**src/rtl/multicycle_control.sv**
```systemverilog
// Multi-cycle MIPS control FSM sequencing FETCH/DECODE/EXECUTE/MEM/WB, stalling on MemReady.
// Define MULTICYCLE_JUMP_EN to decode J/JAL into the JUMP state; otherwise they are illegal.
module multicycle_control #(
  parameter int ALUOP_WIDTH = 3,
  parameter int STATE_WIDTH = 4
) (
  input  logic                   clk,
  input  logic                   reset,
  input  logic [5:0]             OP,
  input  logic                   Zero,
  input  logic                   MemReady,
  output logic                   PCWrite,
  output logic                   PCWriteCond,
  output logic                   IorD,
  output logic                   MemRead,
  output logic                   MemWrite,
  output logic                   IRWrite,
  output logic                   MemtoReg,
  output logic [1:0]             RegDst,
  output logic                   RegWrite,
  output logic                   ALUSrcA,
  output logic [1:0]             ALUSrcB,
  output logic [ALUOP_WIDTH-1:0] ALUOp,
  output logic [1:0]             PCSource,
  output logic                   IllegalOp,
  output logic [STATE_WIDTH-1:0] State
);

  typedef enum logic [3:0] {
    S_FETCH  = 4'd0,  S_DECODE = 4'd1,  S_MEMADR = 4'd2,  S_MEMRD = 4'd3,
    S_MEMWB  = 4'd4,  S_MEMWR  = 4'd5,  S_REXE   = 4'd6,  S_RWB   = 4'd7,
    S_BRANCH = 4'd8,  S_IEXE   = 4'd9,  S_IWB    = 4'd10, S_JUMP  = 4'd11
  } state_t;

  typedef struct packed {
    logic       fetch;
    logic       mem_read;
    logic       mem_write;
    logic       iord;
    logic       mem_to_reg;
    logic [1:0] reg_dst;
    logic       reg_write;
    logic       alu_src_a;
    logic [1:0] alu_src_b;
    logic [2:0] alu_op;
    logic [1:0] pc_source;
    logic       jump;
    logic       branch;
  } ctrl_t;

  localparam logic [5:0] OP_R    = 6'h00;
  localparam logic [5:0] OP_BEQ  = 6'h04;
  localparam logic [5:0] OP_BNE  = 6'h05;
  localparam logic [5:0] OP_ADDI = 6'h08;
  localparam logic [5:0] OP_ANDI = 6'h0C;
  localparam logic [5:0] OP_ORI  = 6'h0D;
  localparam logic [5:0] OP_LUI  = 6'h0F;
  localparam logic [5:0] OP_LW   = 6'h23;
  localparam logic [5:0] OP_SW   = 6'h2B;
`ifdef MULTICYCLE_JUMP_EN
  localparam logic [5:0] OP_J    = 6'h02;
  localparam logic [5:0] OP_JAL  = 6'h03;
`endif

  state_t     state_q, state_d;
  logic [5:0] op_q, op_d;
  ctrl_t      ctrl_q, ctrl_d;
  logic       illegal_q, illegal_d;

  // Moore control word of a state; op selects the I-type ALU function and JAL link write.
  function automatic ctrl_t decode_ctrl(state_t s, logic [5:0] op);
    ctrl_t c;
    c = '0;
    case (s)
      S_FETCH:  begin c.fetch = 1'b1; c.mem_read = 1'b1; c.alu_src_b = 2'd1; end
      S_DECODE: c.alu_src_b = 2'd3;
      S_MEMADR: begin c.alu_src_a = 1'b1; c.alu_src_b = 2'd2; end
      S_MEMRD:  begin c.mem_read = 1'b1; c.iord = 1'b1; end
      S_MEMWB:  begin c.reg_write = 1'b1; c.mem_to_reg = 1'b1; end
      S_MEMWR:  begin c.mem_write = 1'b1; c.iord = 1'b1; end
      S_REXE:   begin c.alu_src_a = 1'b1; c.alu_op = 3'b010; end
      S_RWB:    begin c.reg_dst = 2'd1; c.reg_write = 1'b1; end
      S_BRANCH: begin
        c.alu_src_a = 1'b1; c.alu_op = 3'b001; c.pc_source = 2'd1; c.branch = 1'b1;
      end
      S_IEXE: begin
        c.alu_src_a = 1'b1;
        c.alu_src_b = 2'd2;
        case (op)
          OP_ADDI: c.alu_op = 3'b100;
          OP_ANDI: c.alu_op = 3'b110;
          OP_ORI:  c.alu_op = 3'b101;
          default: c.alu_op = 3'b111;
        endcase
      end
      S_IWB:    c.reg_write = 1'b1;
`ifdef MULTICYCLE_JUMP_EN
      S_JUMP: begin
        c.jump = 1'b1;
        c.pc_source = 2'd2;
        if (op == OP_JAL) begin
          c.reg_write = 1'b1;
          c.reg_dst = 2'd2;
        end
      end
`endif
      default: c = '0;
    endcase
    return c;
  endfunction

  always_comb begin
    state_d   = S_FETCH;
    op_d      = op_q;
    illegal_d = 1'b0;
    case (state_q)
      S_FETCH:  state_d = MemReady ? S_DECODE : S_FETCH;
      S_DECODE: begin
        op_d = OP;
        case (OP)
          OP_R:                             state_d = S_REXE;
          OP_ADDI, OP_ANDI, OP_ORI, OP_LUI: state_d = S_IEXE;
          OP_LW, OP_SW:                     state_d = S_MEMADR;
          OP_BEQ, OP_BNE:                   state_d = S_BRANCH;
`ifdef MULTICYCLE_JUMP_EN
          OP_J, OP_JAL:                     state_d = S_JUMP;
`endif
          default: begin
            state_d   = S_FETCH;
            illegal_d = 1'b1;
          end
        endcase
      end
      S_MEMADR: state_d = (op_q == OP_SW) ? S_MEMWR : S_MEMRD;
      S_MEMRD:  state_d = MemReady ? S_MEMWB : S_MEMRD;
      S_MEMWR:  state_d = MemReady ? S_FETCH : S_MEMWR;
      S_REXE:   state_d = S_RWB;
      S_IEXE:   state_d = S_IWB;
      default:  state_d = S_FETCH;
    endcase
    ctrl_d = decode_ctrl(state_d, op_d);
  end

  // Control word resets to the FETCH word so FETCH outputs appear the cycle reset drops.
  always_ff @(posedge clk or posedge reset) begin
    if (reset) begin
      state_q   <= S_FETCH;
      op_q      <= '0;
      ctrl_q    <= decode_ctrl(S_FETCH, 6'h00);
      illegal_q <= 1'b0;
    end else begin
      state_q   <= state_d;
      op_q      <= op_d;
      ctrl_q    <= ctrl_d;
      illegal_q <= illegal_d;
    end
  end

  logic [ALUOP_WIDTH-1:0] aluop_ext;
  logic [STATE_WIDTH-1:0] state_ext;
  always_comb begin
    aluop_ext      = '0;
    aluop_ext[2:0] = ctrl_q.alu_op;
    state_ext      = '0;
    state_ext[3:0] = state_q;
  end

  assign PCWrite     = ~reset & ((ctrl_q.fetch & MemReady) | ctrl_q.jump);
  assign PCWriteCond = ~reset & ctrl_q.branch & ((op_q == OP_BEQ) ? Zero : ~Zero);
  assign IRWrite     = ~reset & ctrl_q.fetch & MemReady;
  assign IorD        = ~reset & ctrl_q.iord;
  assign MemRead     = ~reset & ctrl_q.mem_read;
  assign MemWrite    = ~reset & ctrl_q.mem_write;
  assign MemtoReg    = ~reset & ctrl_q.mem_to_reg;
  assign RegDst      = reset ? 2'd0 : ctrl_q.reg_dst;
  assign RegWrite    = ~reset & ctrl_q.reg_write;
  assign ALUSrcA     = ~reset & ctrl_q.alu_src_a;
  assign ALUSrcB     = reset ? 2'd0 : ctrl_q.alu_src_b;
  assign ALUOp       = reset ? '0 : aluop_ext;
  assign PCSource    = reset ? 2'd0 : ctrl_q.pc_source;
  assign IllegalOp   = ~reset & illegal_q;
  assign State       = reset ? '0 : state_ext;

endmodule

```
**config.mk**
```make
export PLATFORM = sky130hd
export DESIGN_NAME = multicycle_control
export DESIGN_NICKNAME = d
export VERILOG_FILES = /design/src/rtl/multicycle_control.sv
export SDC_FILE = /design/constraint.sdc
export NUM_CORES = 1
export LEC_CHECK = 0
export BUFFER_PORTS_ARGS = -buffer_cell sky130_fd_sc_hd__buf_2
export CORE_ASPECT_RATIO = 1.4
export CORE_MARGIN = 3
export CORE_UTILIZATION = 53
export DETAILED_ROUTE_END_ITERATION = 6
export PLACE_DENSITY = 0.78
export REMOVE_ABC_BUFFERS = 1
export SYNTH_ARGS = -nofsm -noshare
export SYNTH_HDL_FRONTEND = slang
export SYNTH_SLANG_ARGS = --single-unit
```
**constraint.sdc**
```tcl
create_clock -name clk -period 2.3 [get_ports clk]
set_input_delay 0.115 -clock clk [delete_from_list [all_inputs] [get_ports clk]]
set_output_delay 0.115 -clock clk [all_outputs]
set_load 0.01 [all_outputs]
```
======== Yosys cells after proc, flatten, opt, wreduce, memory -nomap -nowiden ========
Cells that the tools add are included.
operators by class
  reduce and logical (&&, ||, !) cells .... 12
  equality and inequality tests ........... 29
  mux-type cells .......................... 28
  bitwise logic cells ..................... 15
operator list
  operator                                       count
  == test 6 x 4 -> 1 bit, second input constant  7
  one-hot mux 4 bit (7 select lines)             1
  == test 4 x 3 -> 1 bit, second input constant  6
  == test 6 x 3 -> 1 bit, second input constant  3
  == test 6 bit, second input constant           3
  == test 4 x 2 -> 1 bit, second input constant  4
  == test 4 bit, second input constant           4
  one-hot mux 4 bit (4 select lines)             1
  two-way mux 1 bit                              14
  AND 1 bit                                      13
  two-way mux 3 bit                              4
  one-hot mux 2 bit (3 select lines)             2
  OR reduction 2 bit                             5
  one-hot mux 3 bit (3 select lines)             1
  OR reduction 9 bit                             1
  == test 4 x 1 -> 1 bit, second input constant  2
  logical NOT 4 bit                              2
  OR reduction 4 bit                             2
  logical NOT 6 bit                              1
  two-way mux 2 bit                              3
  two-way mux 6 bit                              1
  two-way mux 4 bit                              1
  OR reduction 3 bit                             1
  NOT 1 bit                                      2
storage, ports and cells
  input bits .............................. 10
  register bits after elaboration ......... 28
  output and inout port bits .............. 23
  word-level logic and storage cells ...... 99

======== Longest topological paths before layout ========
  word-level depth ........................ 7
  mapped depth ............................ 8
  mapped depth without buffers ............ 6

======== Worst setup path after synthesis ========
OpenSTA, ideal clock, no wires.
  path kind ............................... register -> register
  start ................................... register state_q[2] (netlist: state_ext[2])
  end ..................................... register ctrl_q (netlist bit aluop_ext[1])
  required time ........................... 2.229 ns
  library setup time ...................... 0.071 ns
  period minus slack after synthesis ...... 1.594 ns
  slack ................................... 0.706 ns
  arrival time ............................ 1.522 ns
  cell stages (with the launch flop) ...... 8
  path buffers ............................ 2
  cells stage by stage .................... dfrtp_1 -> buf_6 -> or4b_1 -> buf_2 -> nand3_1 -> a21oi_1 -> o21ba_2 -> nor2_1
RTL lines
  what                      RTL line  RTL
  start: declaration        65        state_t state_q, state_d;
  start signal: assignment  152       state_q <= state_d;
  end signal: assignment    149       ctrl_q <= decode_ctrl(S_FETCH, 6'h00);
  end signal: assignment    154       ctrl_q <= ctrl_d;
  end: declaration          67        ctrl_t ctrl_q, ctrl_d;

==> qor.csv <==
stage,metric,value,unit
run_status,status,"complete, no violations",
clocking,clock_latency,320,ps
detailed_routing,totalWireLength,2980,um
sta,fin_tns_setup,0,ps
detailed_routing,viasPerCell,5.47,
global_routing,grt_pass1_wl,4950,um
global_routing,first_global_vias,1114,
synth,synth_area_per_cell,9.13,um2
placed_design,portBuffers,30,
detailed_routing,ant_nets,0,
synth,async_reset_ff_frac,1.00,
clocking,cts_root_buf,clkbuf_4,
sta,finClkSkew,5.58,ps
power_and_ir_drop,sw_frac_of_total,0.380,
cells_and_area,final_cells,223,
synth,synth-main-ff-cell,dfrtp_1,
clocking,clk_pin_slew,130,ps
cells_and_area,layout_commonest_cell,buf_2,
power_and_ir_drop,finalPower,0.00144,W
die,dieWidth,50.6,um
die,core-area,2640,um2
worst_setup_path,cp.arrival,2160,ps
clocking,cts_hold_buf,0,
detailed_routing,drc,0,
global_routing,gr-total-overflow,0,
sta,slew_violations,0,
placed_design,placement.cell_area,1590,um2
sta,hold_viol,0,
clocking,post_cts_buffers,0,
synth,synth_seq_area_share,0.426,
cells_and_area,fill_cells,258,
detailed_routing,routedWlPerCell,13.4,um
worst_setup_path,startpoint_type,flip-flop,
detailed_routing,via_count,1220,
global_routing,antenna_found_initial,0,
power_and_ir_drop,power_frac_comb,0.382,
sta,relSlewSlack,0.626,
worst_hold_path,hp-class,in2async,
power_and_ir_drop,internal-power,0.000891,W
synth,synth-seq-cells,25,
power_and_ir_drop,pwr-share-clk,0.134,
clocking,cts_sinks,25,
sta,finalSetupViolations,0,
synth,synth_edf_count,0,
die,die_h,68.5,um
placed_design,gp_congestion,1.01,
sta,rsz0062_at_grt,false,
placed_design,hpwl,2340,um
die,ioPinCount,33,
cells_and_area,final_area,1620,um2
detailed_routing,first_pass_iters,4,
cells_and_area,final_cell_mix,"buf_2 (30), dfrtp_1 (22), nand2_1 (21)",
die,initial_utilization,0.560,
power_and_ir_drop,ir_drop,0.446,mV
placed_design,dpl.cell_count,219,
global_routing,grt_max_degree,26,
flow_run,maxCapViolations,0,
sta,tightest_slew,557,ps
power_and_ir_drop,p_per_area,887,nW/um2
clocking,cts_made_buffers,3,
power_and_ir_drop,seqPwrFrac,0.484,
clocking,clockBufferDepth,2,
worst_setup_path,critical_path_class,reg2reg,
clocking,cts_tree,built,
sta,fin_crit,1920,ps
synth,synthCells,162,
cells_and_area,antenna-diode-count,0,
power_and_ir_drop,leakagePower,0.807,nW
detailed_routing,first_iter_violations,35,
die,die_area,3470,um2
worst_setup_path,cp-end-kind,flip-flop,
worst_setup_path,worstPathRequired,2540,ps
sta,holdWs,11.6,ps
synth,ys_types,48,
power_and_ir_drop,power_switching,0.000547,W
die,rows,22,
global_routing,track_usage,0.192,
sta,fmax,521,MHz
clocking,htreeDepth,1,
synth,syn_area,1480,um2
cells_and_area,area_growth,9.65,%
sta,period_share,0.835,
cells_and_area,layout-drive-gt1-share,0.283,
clocking,cts_resized,0,
cells_and_area,layout.nets,198,
synth,yosysWarnings,0,
worst_setup_path,cp_max_fo,17,
-- worst max-delay path: stages, from the launching register on --
cell       delay, ps
dfrtp_1          640
nand4bb_1        190
a31oi_1          110
a221o_1          330
a221o_1          360
o31ai_2          200
-- per-stage QoR --
step | worst slack, ps | util
after global placement | 514 | 0.603
after floorplan | 384 | -
final | 380 | 0.614
after global routing | 256 | 0.614
after detailed placement | 426 | 0.603
after CTS | 398 | 0.614
-- registers in the layout, summed over array words and instances (netlist names) --
name       flops
ctrl_q        11
op_q           6
state_ext      4
aluop_ext      3
illegal_q      1
-- area by class of cell --
type / count / area, um2 / area share
multi-input cells: 122 / 739 / 0.456
well taps: 36 / 45.0 / 0.0278
flip-flops and latches: 25 / 629 / 0.388
repair buffers: 32 / 165 / 0.102
inverters: 4 / 15.0 / 0.00926
clock buffers: 3 / 22.5 / 0.0139
clock inverters: 1 / 5.00 / 0.00309
-- Yosys cell counts (all sizes together), types with 3 or more instances --
master  count  share of area
nand2      21          0.053
dfstp       3          0.053
a21oi       6          0.020
nor2b      20          0.085
and2        5          0.023
and3        5          0.029
o21ai       4          0.014
dfrtp      22           0.37
nand3       6          0.020
buf        10          0.062
nor2       16          0.044
o31ai       3          0.019
inv         3         0.0076
nor3        5          0.017
-- final timing paths --
kind	cells after the start	slack [ps]	startpoint	endpoint
setup / recovery	5	380	state_ext[1]	ctrl_q[9]
hold / removal	3	10	reset	ctrl_q[13]
setup reg to reg	5	380	state_ext[1]	ctrl_q[9]
hold reg to reg	2	540	op_q[2]	op_q[2]
max in group asynchronous	3	2000	reset	ctrl_q[16]
min in group clk	3	40	OP[4]	op_q[4]
-- cell families (layout without fill, tap and decap cells) --
family	Yosys count	count (layout)	synth area share
flip-flops	25	25	0.426
other	1	2	0.00254
XOR/XNOR	1	1	0.00592
AO/OA/AOI/OAI	26	26	0.130
AND/OR/NAND/NOR	93	93	0.359
buffers and inverters	16	40	0.0770
-- power by group through the flow --
stage	Clock, W	Sequential, W	Combinational (W)
after floorplan	0	0.000667	0.000401
after global placement	0	0.000696	0.000536
after detailed placement	0	0.000702	0.000551
after CTS	0.000200	0.000693	0.000552
after global routing	0.000223	0.000716	0.000619
final	0.000192	0.000696	0.000550
-- metal layers --
metal,global-route usage,part of all wire,routed length [um]
met3,0.0237,0.063,188
met5,0,0,0
met2,0.340,0.53,1570
met1,0.220,0.38,1120
met4,0.121,0.034,102
No activity file was read; power rests on OpenSTA's default activity.
